`config.mk`:
```
export PLATFORM = sky130hd
export DESIGN_NAME = rvsteel_dma
export DESIGN_NICKNAME = d
export VERILOG_FILES = /design/src/rtl/rvsteel_dma_pkg.sv /design/src/rtl/rvsteel_dma.sv
export SDC_FILE = /design/constraint.sdc
export NUM_CORES = 1
export LEC_CHECK = 0
export CAP_MARGIN = 20
export CORE_UTILIZATION = 57
export CTS_BUF_LIST = sky130_fd_sc_hd__clkbuf_8
export DETAILED_ROUTE_END_ITERATION = 8
export DONT_BUFFER_PORTS = 1
export PLACE_DENSITY = 0.69
export SYNTH_ARGS = -nofsm -noshare
export SYNTH_HDL_FRONTEND = slang
export SYNTH_SLANG_ARGS = --single-unit
```
`constraint.sdc`:
```
create_clock -name clock -period 2.4 [get_ports clock]
set_input_delay 0.24 -clock clock [delete_from_list [all_inputs] [get_ports clock]]
set_output_delay 0.24 -clock clock [all_outputs]
set_load 0.05 [all_outputs]
```
`src/rtl/rvsteel_dma_pkg.sv`:
```
// Shared definitions for the rvsteel DMA engine: register map, control/status
// bit positions and FSM state encoding.
package rvsteel_dma_pkg;

  localparam logic [4:0] REG_SRC    = 5'h00;
  localparam logic [4:0] REG_DST    = 5'h04;
  localparam logic [4:0] REG_LEN    = 5'h08;
  localparam logic [4:0] REG_CTRL   = 5'h0C;
  localparam logic [4:0] REG_STATUS = 5'h10;

  localparam int unsigned CTRL_START  = 0;
  localparam int unsigned CTRL_IE     = 1;
  localparam int unsigned STATUS_BUSY = 0;
  localparam int unsigned STATUS_DONE = 1;

  typedef enum logic [1:0] {
    IDLE = 2'd0,
    RD   = 2'd1,
    WR   = 2'd2
  } state_t;

endpackage

```
`src/rtl/rvsteel_dma.sv`:
```
// Single-channel memory-to-memory word copy engine with a small register-mapped
// config port and a one-outstanding-request initiator port.
module rvsteel_dma
  import rvsteel_dma_pkg::*;
#(
  parameter int unsigned LEN_WIDTH = 16
) (
  input  logic        clock,
  input  logic        reset,

  input  logic [4:0]  rw_address,
  output logic [31:0] read_data,
  input  logic        read_request,
  output logic        read_response,
  input  logic [31:0] write_data,
  input  logic [3:0]  write_strobe,
  input  logic        write_request,
  output logic        write_response,

  output logic [31:0] m_rw_address,
  input  logic [31:0] m_read_data,
  output logic        m_read_request,
  input  logic        m_read_response,
  output logic [31:0] m_write_data,
  output logic [3:0]  m_write_strobe,
  output logic        m_write_request,
  input  logic        m_write_response,

  output logic        irq
);

  state_t state, state_next;

  logic [29:0]          src_q, dst_q, work_src, work_dst;
  logic [LEN_WIDTH-1:0] len_q, work_cnt;
  logic [31:0]          data_q;
  logic                 ie, done;

  logic busy, cfg_wr, start, rd_done, wr_done, last_word;
  logic done_set, done_clr;

  assign busy      = (state != IDLE);
  assign cfg_wr    = write_request && (rw_address[1:0] == 2'b00) && (write_strobe == 4'hF);
  assign start     = cfg_wr && (rw_address == REG_CTRL) && write_data[CTRL_START] && !busy;
  assign rd_done   = (state == RD) && m_read_response;
  assign wr_done   = (state == WR) && m_write_response;
  assign last_word = wr_done && (work_cnt == LEN_WIDTH'(1));

  // A set in the same cycle as a clear (START or W1C) leaves DONE high.
  assign done_set = (start && (len_q == '0)) || last_word;
  assign done_clr = start ||
                    (cfg_wr && (rw_address == REG_STATUS) && write_data[STATUS_DONE]);

  always_ff @(posedge clock) begin
    if (reset) state <= IDLE;
    else       state <= state_next;
  end

  always_comb begin
    state_next = state;
    case (state)
      IDLE: if (start && (len_q != '0)) state_next = RD;
      RD:   if (m_read_response)        state_next = WR;
      WR:   if (m_write_response)       state_next = last_word ? IDLE : RD;
      default:                          state_next = IDLE;
    endcase
  end

  always_comb begin
    m_rw_address    = '0;
    m_read_request  = 1'b0;
    m_write_data    = '0;
    m_write_strobe  = '0;
    m_write_request = 1'b0;
    case (state)
      RD: begin
        m_rw_address   = {work_src, 2'b00};
        m_read_request = 1'b1;
      end
      WR: begin
        m_rw_address    = {work_dst, 2'b00};
        m_write_data    = data_q;
        m_write_strobe  = 4'hF;
        m_write_request = 1'b1;
      end
      default: ;
    endcase
  end

  always_ff @(posedge clock) begin
    if (reset) begin
      src_q          <= '0;
      dst_q          <= '0;
      len_q          <= '0;
      ie             <= 1'b0;
      done           <= 1'b0;
      work_src       <= '0;
      work_dst       <= '0;
      work_cnt       <= '0;
      data_q         <= '0;
      read_data      <= '0;
      read_response  <= 1'b0;
      write_response <= 1'b0;
      irq            <= 1'b0;
    end else begin
      read_response  <= read_request;
      write_response <= write_request;
      irq            <= done && ie;

      if (cfg_wr && !busy) begin
        if (rw_address == REG_SRC) src_q <= write_data[31:2];
        if (rw_address == REG_DST) dst_q <= write_data[31:2];
        if (rw_address == REG_LEN) len_q <= write_data[LEN_WIDTH-1:0];
      end
      if (cfg_wr && (rw_address == REG_CTRL)) ie <= write_data[CTRL_IE];

      if (done_set)      done <= 1'b1;
      else if (done_clr) done <= 1'b0;

      if (start) begin
        work_src <= src_q;
        work_dst <= dst_q;
        work_cnt <= len_q;
      end

      if (rd_done) data_q <= m_read_data;

      // Word addresses wrap naturally at 2^30, i.e. byte addresses at 2^32.
      if (wr_done) begin
        work_src <= work_src + 30'd1;
        work_dst <= work_dst + 30'd1;
        work_cnt <= work_cnt - LEN_WIDTH'(1);
      end

      if (read_request && (rw_address[1:0] == 2'b00)) begin
        case (rw_address)
          REG_SRC:    read_data <= {src_q, 2'b00};
          REG_DST:    read_data <= {dst_q, 2'b00};
          REG_LEN:    read_data <= 32'(len_q);
          REG_CTRL:   read_data <= {30'd0, ie, 1'b0};
          REG_STATUS: read_data <= {30'd0, done, busy};
          default:    ;
        endcase
      end
    end
  end

endmodule

```
==> reports/results.txt, run 1 <==
Max Root-Sink Buffers -> 3
Core region area -> 17,900 µm²
Die Width -> 137.1 µm
Critical path class -> reg -> out
Finish-stage setup viols -> 0
Wire length on met3 -> 3150 µm
R2r endpoint -> work_src[9]$_SDFFE_PP0P_
Io pins -> 184
Leakage -> 4.420 nW
Die ar. -> 18,800 µm²
DRT Pass-1 Iters -> 6
Drt wl/cell -> 19.74 µm
Max_slew headroom -> 57.41%
Post-Syn Instances -> 1,321
Dpl hpwl -> 21,260 µm
Final setup margin -> 0.09581 ns
PD cells -> 571.1 nW/µm²
Critical Path AT -> 2.06 ns
Largest net degree at the start of global routing -> 226
Min Hold Slack -> -0.2309 ns
Total power -> 7.260 mW
GPL Wtd Cong -> 0.8612
CP Data Required Time -> 2.16 ns
Worst Hold Class -> in -> reg
Fmax -> 434.0 MHz
Mapped Avg Cell Area -> 7.877 µm²
Worst-margin pin slew -> 0.6302 ns
RSZ-0062 raised after global routing -> false
Layout area overhead -> 22.17%
Synth cell types -> 57
Min-Delay Path Depth -> 1
YS warnings -> 0
R2R cell count -> 9
WL met1 -> 13,960 µm
Initial core utilization -> 58.12%
Non-filler cells, final -> 1,684
Vias in the first global route -> 9,627
Worst flop-to-flop path startpoint -> state[0]$_SDFFE_PP0P_
Final period util -> 96.01%
Most frequent cells in the layout -> nand2_1 (247), dfxtp_1 (221), a21oi_1 (135)
Post-synth EDFFs -> 0
Post-route DRC -> 0
Clock slew at reported path FFs -> 0.07 ns
Synth Flop Type -> dfxtp_1
Port bufs -> 0
Antenna violations before repair -> 1
Worst skew pair latency -> 0.55 ns
Overall die height -> 137.1 µm
Pins Over Slew Limit -> 0
Final hold viol count -> 138
First-pass GRT wire length -> 50,780 µm
Clock Sinks -> 223
Most common cell after layout, fill and taps aside -> nand2_1
Failing checks -> hold timing
Setup TNS Final -> 0 ns
Peak VDD IR -> 536.1 µV
Root buf cell -> clkbuf_8
Place WS -> 0.1277 ns
Asr flop ratio synth -> 0%
Critical Path Fanout Max -> 50
Hold EP -> work_src[28]$_SDFFE_PP0P_
Grt ovf -> 0
DRT iter0 DRCs -> 1,201
Final antenna-violating net count -> 0
Via count -> 10,528
Routed wl met2 -> 15,040 µm
Status -> finished, violations left
Fin util -> 71.01%
Post-Syn Area -> 10,400 µm²
H-tree depth -> 2
Reg2Reg Setup Slack -> 0.1 ns
Layout cell share with drive strength beyond 1 -> 14.25%
CP endpoint kind -> primary output
Crit path launch type -> flop
Post-cts hold buffer count -> 75
Final nets -> 1,516
MaxCap Viol Count -> 0
Final min period -> 2.304 ns
WL final -> 33,240 µm
Total CTS buffers -> 38
Total track usage -> 34.55%
Num rows -> 49
Placed cell count -> 1,540
#FFs+latches synth -> 223
Via density -> 6.252
HP Start -> reset
Setup Skew -> 0.03693 ns
Fraction of the yosys area taken by sequential cells -> 42.91%
Top Metal Used -> met4
CTS tree -> yes
[power breakdown]
group / switching, mW / internal [mW] / total (mW)
Sequential: 0.0962 / 3.73 / 3.82
Combinational: 0.0705 / 0.0726 / 0.143
Clock: 1.53 / 1.76 / 3.29
[synthesized netlist by cell type, drive strengths merged, types with 3 or more instances]
library cell	count	area share, %
nand2b	6	0.36
and4	3	0.25
or4	10	0.79
and2	41	2.5
a21o	3	0.22
dfxtp	223	43
nand4	18	1.1
nor2	94	3.4
or2	5	0.30
or3	18	1.1
nand2	248	8.9
clkbuf	84	3.0
a32oi	4	0.34
ha	8	0.96
nor4	18	1.1
a211oi	26	1.9
nor2b	32	1.9
nand3	53	2.5
mux2i	19	1.8
o311ai	4	0.34
a311oi	6	0.51
o21ai	19	0.91
inv	15	0.54
buf	19	1.2
a21oi	136	6.6
a221oi	18	1.5
o22ai	4	0.24
a22oi	33	2.4
a31oi	31	1.9
a2bb2oi	13	1.2
a222oi	14	1.3
and3	13	0.78
nor3	52	2.8
o211ai	15	1.1
[worst max-delay path, cell delays in order (launching register included)]
cell,delay (ns)
dfxtp_2,0.35
inv_1,0.14
ha_4,0.21
buf_8,0.28
a22oi_1,0.13
nor2b_2,0.20
buf_4,0.23
[timing repair]
item,in CTS,in global routing
setup endpoints to repair,36,111
gates resized for setup,5,11
buffers inserted,0,3
hold endpoints to repair,223,149
pin swaps,0,1
[stage by stage]
step                hold WS [ns]  area, µm²
floorplan                 0.3682      10490
global placement          0.3284      11150
detailed placement        0.3421      11150
CTS                      -0.2298      12650
global route             -0.2359      12710
finish                   -0.2309      12710
[registers in the layout, indices dropped and copies added, names as in the netlist]
signal and count:
dst_q 30, irq 1, done 1, write_response 1
read_data 32, read_response 1, work_dst 30, src_q 30
data_q 32, len_q 16, state 2, work_cnt 16
work_src 30, ie 1
[kinds of logic (layout without fill, tap and decap cells)]
group	after synthesis	in the layout	synth area share, %
adder cells (fa/ha/maj)	8	8	0.9620
other	1	4	0.03604
multiplexers	21	21	2.044
AO/OA/AOI/OAI	332	332	20.86
buffers and inverters	118	249	4.750
AND/OR/NAND/NOR	618	618	28.44
flip-flops	223	223	42.91
[area by class of cell]
cell class	count	area, µm²
clock inverter	17	77.57
multi-input combinational	981	5590
antenna	2	5.005
tap	229	286.5
timing repair buffer	170	1583
clock buffer	47	646.9
sequential	223	4467
inverter	15	56.30
fill	1490	5190
[worst max-delay path by stage]
stage	cells past startpoint	end	start
after CTS	7	data_q[18]$_SDFFE_PP0P_	state[1]$_SDFFE_PP0P_
after global routing	6	m_rw_address[5]	state[0]$_SDFFE_PP0P_
after global placement	8	work_src[14]$_SDFFE_PP0P_	state[0]$_SDFFE_PP0P_
after detailed placement	8	work_dst[6]$_SDFFE_PP0P_	state[0]$_SDFFE_PP0P_
after floorplan	7	work_dst[20]$_SDFFE_PP0P_	state[0]$_SDFFE_PP0P_
final	6	m_rw_address[10]	state[0]$_SDFFE_PP0P_
[metal layers]
layer	vias up	GRT usage, %
li1	4968	-
met1	4971	47.29
met2	507	53.45
met3	82	6.667
met4	0	13.43
met5	-	0
Note: power is estimated with default switching activity, not from simulation.
==> run 2, diff against run 1 <==
Settings changed: CORE_UTILIZATION 57 to 55, DONT_BUFFER_PORTS 1 to unset, PLACE_DENSITY 0.69 to 0.8.
==> run 2 against run 1 <==
Against the previous run:
- critical endpoint is now m_rw_address[8]
- via count is 6.4% higher
- clock skew is 0.021 ns lower
- the flow now finishes without violations
- highest routed layer unchanged
- non-clock buffer count grew 83
==> reports/results.txt, run 2 (same netlist as run 1, synthesis figures left out) <==
Status -> finished clean (was finished, violations left)
Most frequent cells in the layout -> nand2_1 (247), dfxtp_1 (223), a21oi_1 (134) (was nand2_1 (247), dfxtp_1 (221), a21oi_1 (135))
H-tree depth -> 2 (unchanged)
Fmax -> 430.7 MHz (was 434.0 MHz)
Overall die height -> 139.5 µm (was 137.1 µm)
Critical Path AT -> 2.08 ns (was 2.06 ns)
Clock Sinks -> 223 (unchanged)
R2R cell count -> 5 (was 9)
Max Root-Sink Buffers -> 3 (unchanged)
Crit path launch type -> flop (unchanged)
Worst Hold Class -> in -> reg (unchanged)
Critical Path Fanout Max -> 35 (was 50)
Die Width -> 139.5 µm (was 137.1 µm)
Largest net degree at the start of global routing -> 88 (was 226)
CP startpoint -> state[1]$_SDFFE_PP0P_ (was state[0]$_SDFFE_PP0P_)
Total track usage -> 35.45% (was 34.55%)
DRT Pass-1 Iters -> 6 (unchanged)
Dpl hpwl -> 23,870 µm (was 21,260 µm)
Non-filler cells, final -> 1,765 (was 1,684)
Final nets -> 1,600 (was 1,516)
GPL Wtd Cong -> 0.9768 (was 0.8612)
RSZ-0062 raised after global routing -> false (unchanged)
First-pass GRT wire length -> 55,740 µm (was 50,780 µm)
Root buf cell -> clkbuf_8 (unchanged)
CTS tree -> yes (unchanged)
MaxCap Viol Count -> 0 (unchanged)
Max_slew headroom -> 52.86% (was 57.41%)
Placed cell count -> 1,698 (was 1,540)
Peak VDD IR -> 547.3 µV (was 536.1 µV)
Most common cell after layout, fill and taps aside -> nand2_1 (unchanged)
Via count -> 11,197 (was 10,528)
CP endpoint kind -> primary output (unchanged)
Final antenna-violating net count -> 0 (unchanged)
Critical path class -> reg -> out (unchanged)
Io pins -> 184 (unchanged)
DRT iter0 DRCs -> 1,320 (was 1,201)
Antenna violations before repair -> 0 (was 1)
Vias in the first global route -> 10,626 (was 9,627)
CP Data Required Time -> 2.16 ns (about the same)
Diode count -> 0 (was 2)
Core region area -> 18,270 µm² (was 17,900 µm²)
Fin area -> 14,450 µm² (was 12,710 µm²)
Final period util -> 96.75% (was 96.01%)
WL final -> 34,860 µm (was 33,240 µm)
Setup Skew -> 0.01563 ns (was 0.03693 ns)
R2r endpoint -> work_cnt[14]$_SDFFE_PP0P_ (was work_src[9]$_SDFFE_PP0P_)
Final min period -> 2.322 ns (was 2.304 ns)
Layout area overhead -> 38.83% (was 22.17%)
Largest registers -> data_q (32), read_data (32) (unchanged)
Worst flop-to-flop path startpoint -> work_cnt[5]$_SDFFE_PP0P_ (was state[0]$_SDFFE_PP0P_)
Filler cell count in the final layout -> 1,224 (was 1,490)
Final hold viol count -> 0 (was 138)
Worst skew pair latency -> 0.54 ns (was 0.55 ns)
Die ar. -> 19,470 µm² (was 18,800 µm²)
Clock slew at reported path FFs -> 0.06 ns (was 0.07 ns)
Register area -> 4464 µm² (was 4467 µm²)
Total CTS buffers -> 39 (was 38)
Area post-placement -> 13,550 µm² (was 11,150 µm²)
Port bufs -> 181 (was 0)
Area of the multi-input gates -> 5589 µm² (was 5590 µm²)
Min-Delay Path Depth -> 2 (was 1)
Grt ovf -> 0 (unchanged)
Drt wl/cell -> 19.75 µm (was 19.74 µm)
Pins Over Slew Limit -> 0 (unchanged)
Worst setup endpoint -> m_rw_address[8] (was m_rw_address[10])
Layout cell share with drive strength beyond 1 -> 16.73% (was 14.25%)
Finish-stage setup viols -> 0 (unchanged)
Num rows -> 49 (unchanged)
Post-route DRC -> 0 (unchanged)
Leakage -> 4.822 nW (was 4.420 nW)
Initial core utilization -> 56.95% (was 58.12%)
PD cells -> 537.9 nW/µm² (was 571.1 nW/µm²)
Via density -> 6.344 (was 6.252)
Worst-margin pin slew -> 0.7070 ns (was 0.6302 ns)
Reg2Reg Setup Slack -> 0.15 ns (was 0.1 ns)
## run 2: cell types whose count changed in the layout (fill, tap and decap cells not counted), sizes merged
| cell | previous run | this run |
|---|---|---|
| inv | 29 | 23 |
| buf | 95 | 140 |
| clkinvlp | 1 | 2 |
| diode | 2 | 0 |
| clkinv | 2 | 5 |
| dlygate4sd3 | 75 | 0 |
| bufinv | 0 | 2 |
| bufbuf | 0 | 1 |
| clkdlybuf4s50 | 0 | 112 |
## run 2: metal layers
layer	track usage (%)	vias to the layer above	wire, µm
li1	-	5123	-
met1	46.41	5313	13830
met2	54.99	672	15600
met3	11.49	89	4483
met4	12.09	0	947
met5	0	-	0
## run 2: worst min-delay path by stage
stage                                 start                        to  slack, ns
global placement     data_q[8]$_SDFFE_PP0P_    data_q[8]$_SDFFE_PP0P_       0.44
detailed placement  data_q[18]$_SDFFE_PP0P_   data_q[18]$_SDFFE_PP0P_       0.44
floorplan                      read_request  read_response$_SDFF_PP0_       0.37
finish                                reset  read_response$_SDFF_PP0_       0.18
CTS                                   reset  read_response$_SDFF_PP0_       0.18
global route                          reset    len_q[15]$_SDFFE_PP0P_       0.22
## run 2: layout make-up
type / count / share of cell area, %
well taps: 229 / 1.984
clock inverters: 17 / 0.9355
inverters: 15 / 0.3898
repair buffers: 253 / 22.62
multi-input cells: 981 / 38.69
clock buffers: 47 / 4.478
flip-flops and latches: 223 / 30.91
## run 2: critical path, stage by stage (launching register included)
cell	delay, ns
dfxtp_1	0.41
inv_1	0.09
ha_1	0.19
buf_6	0.21
a22oi_1	0.36
nor2b_2	0.10
buf_12	0.16
## run 2: repair_timing
| action | 4_1_cts | 5_1_grt |
|---|---|---|
| pin swaps | 0 | 0 |
| hold buffers | 0 | 0 |
| endpoints found under the setup margin | 59 | 47 |
| setup buffers | 0 | 2 |
| resized for setup | 4 | 11 |
| gates cloned | 1 | 0 |
## run 2: stage by stage
stage	worst slack, ns	power (mW)	hold slack (ns)	setup TNS, ns	util, %
after floorplan	0.06838	4.032	0.3682	0	-
after global placement	-0.09618	4.275	0.4363	-0.2893	74.18
after detailed placement	-0.1423	4.283	0.4425	-8.526	74.18
after CTS	0.01151	7.791	0.1785	0	78.76
after global routing	0.01321	7.984	0.2205	0	79.06
final	0.07801	7.770	0.1752	0	79.06
## run 2: power by group
part / internal (mW) / switching, mW
Clock: 1.99 / 1.58
Sequential: 3.73 / 0.0120
Combinational: 0.206 / 0.263
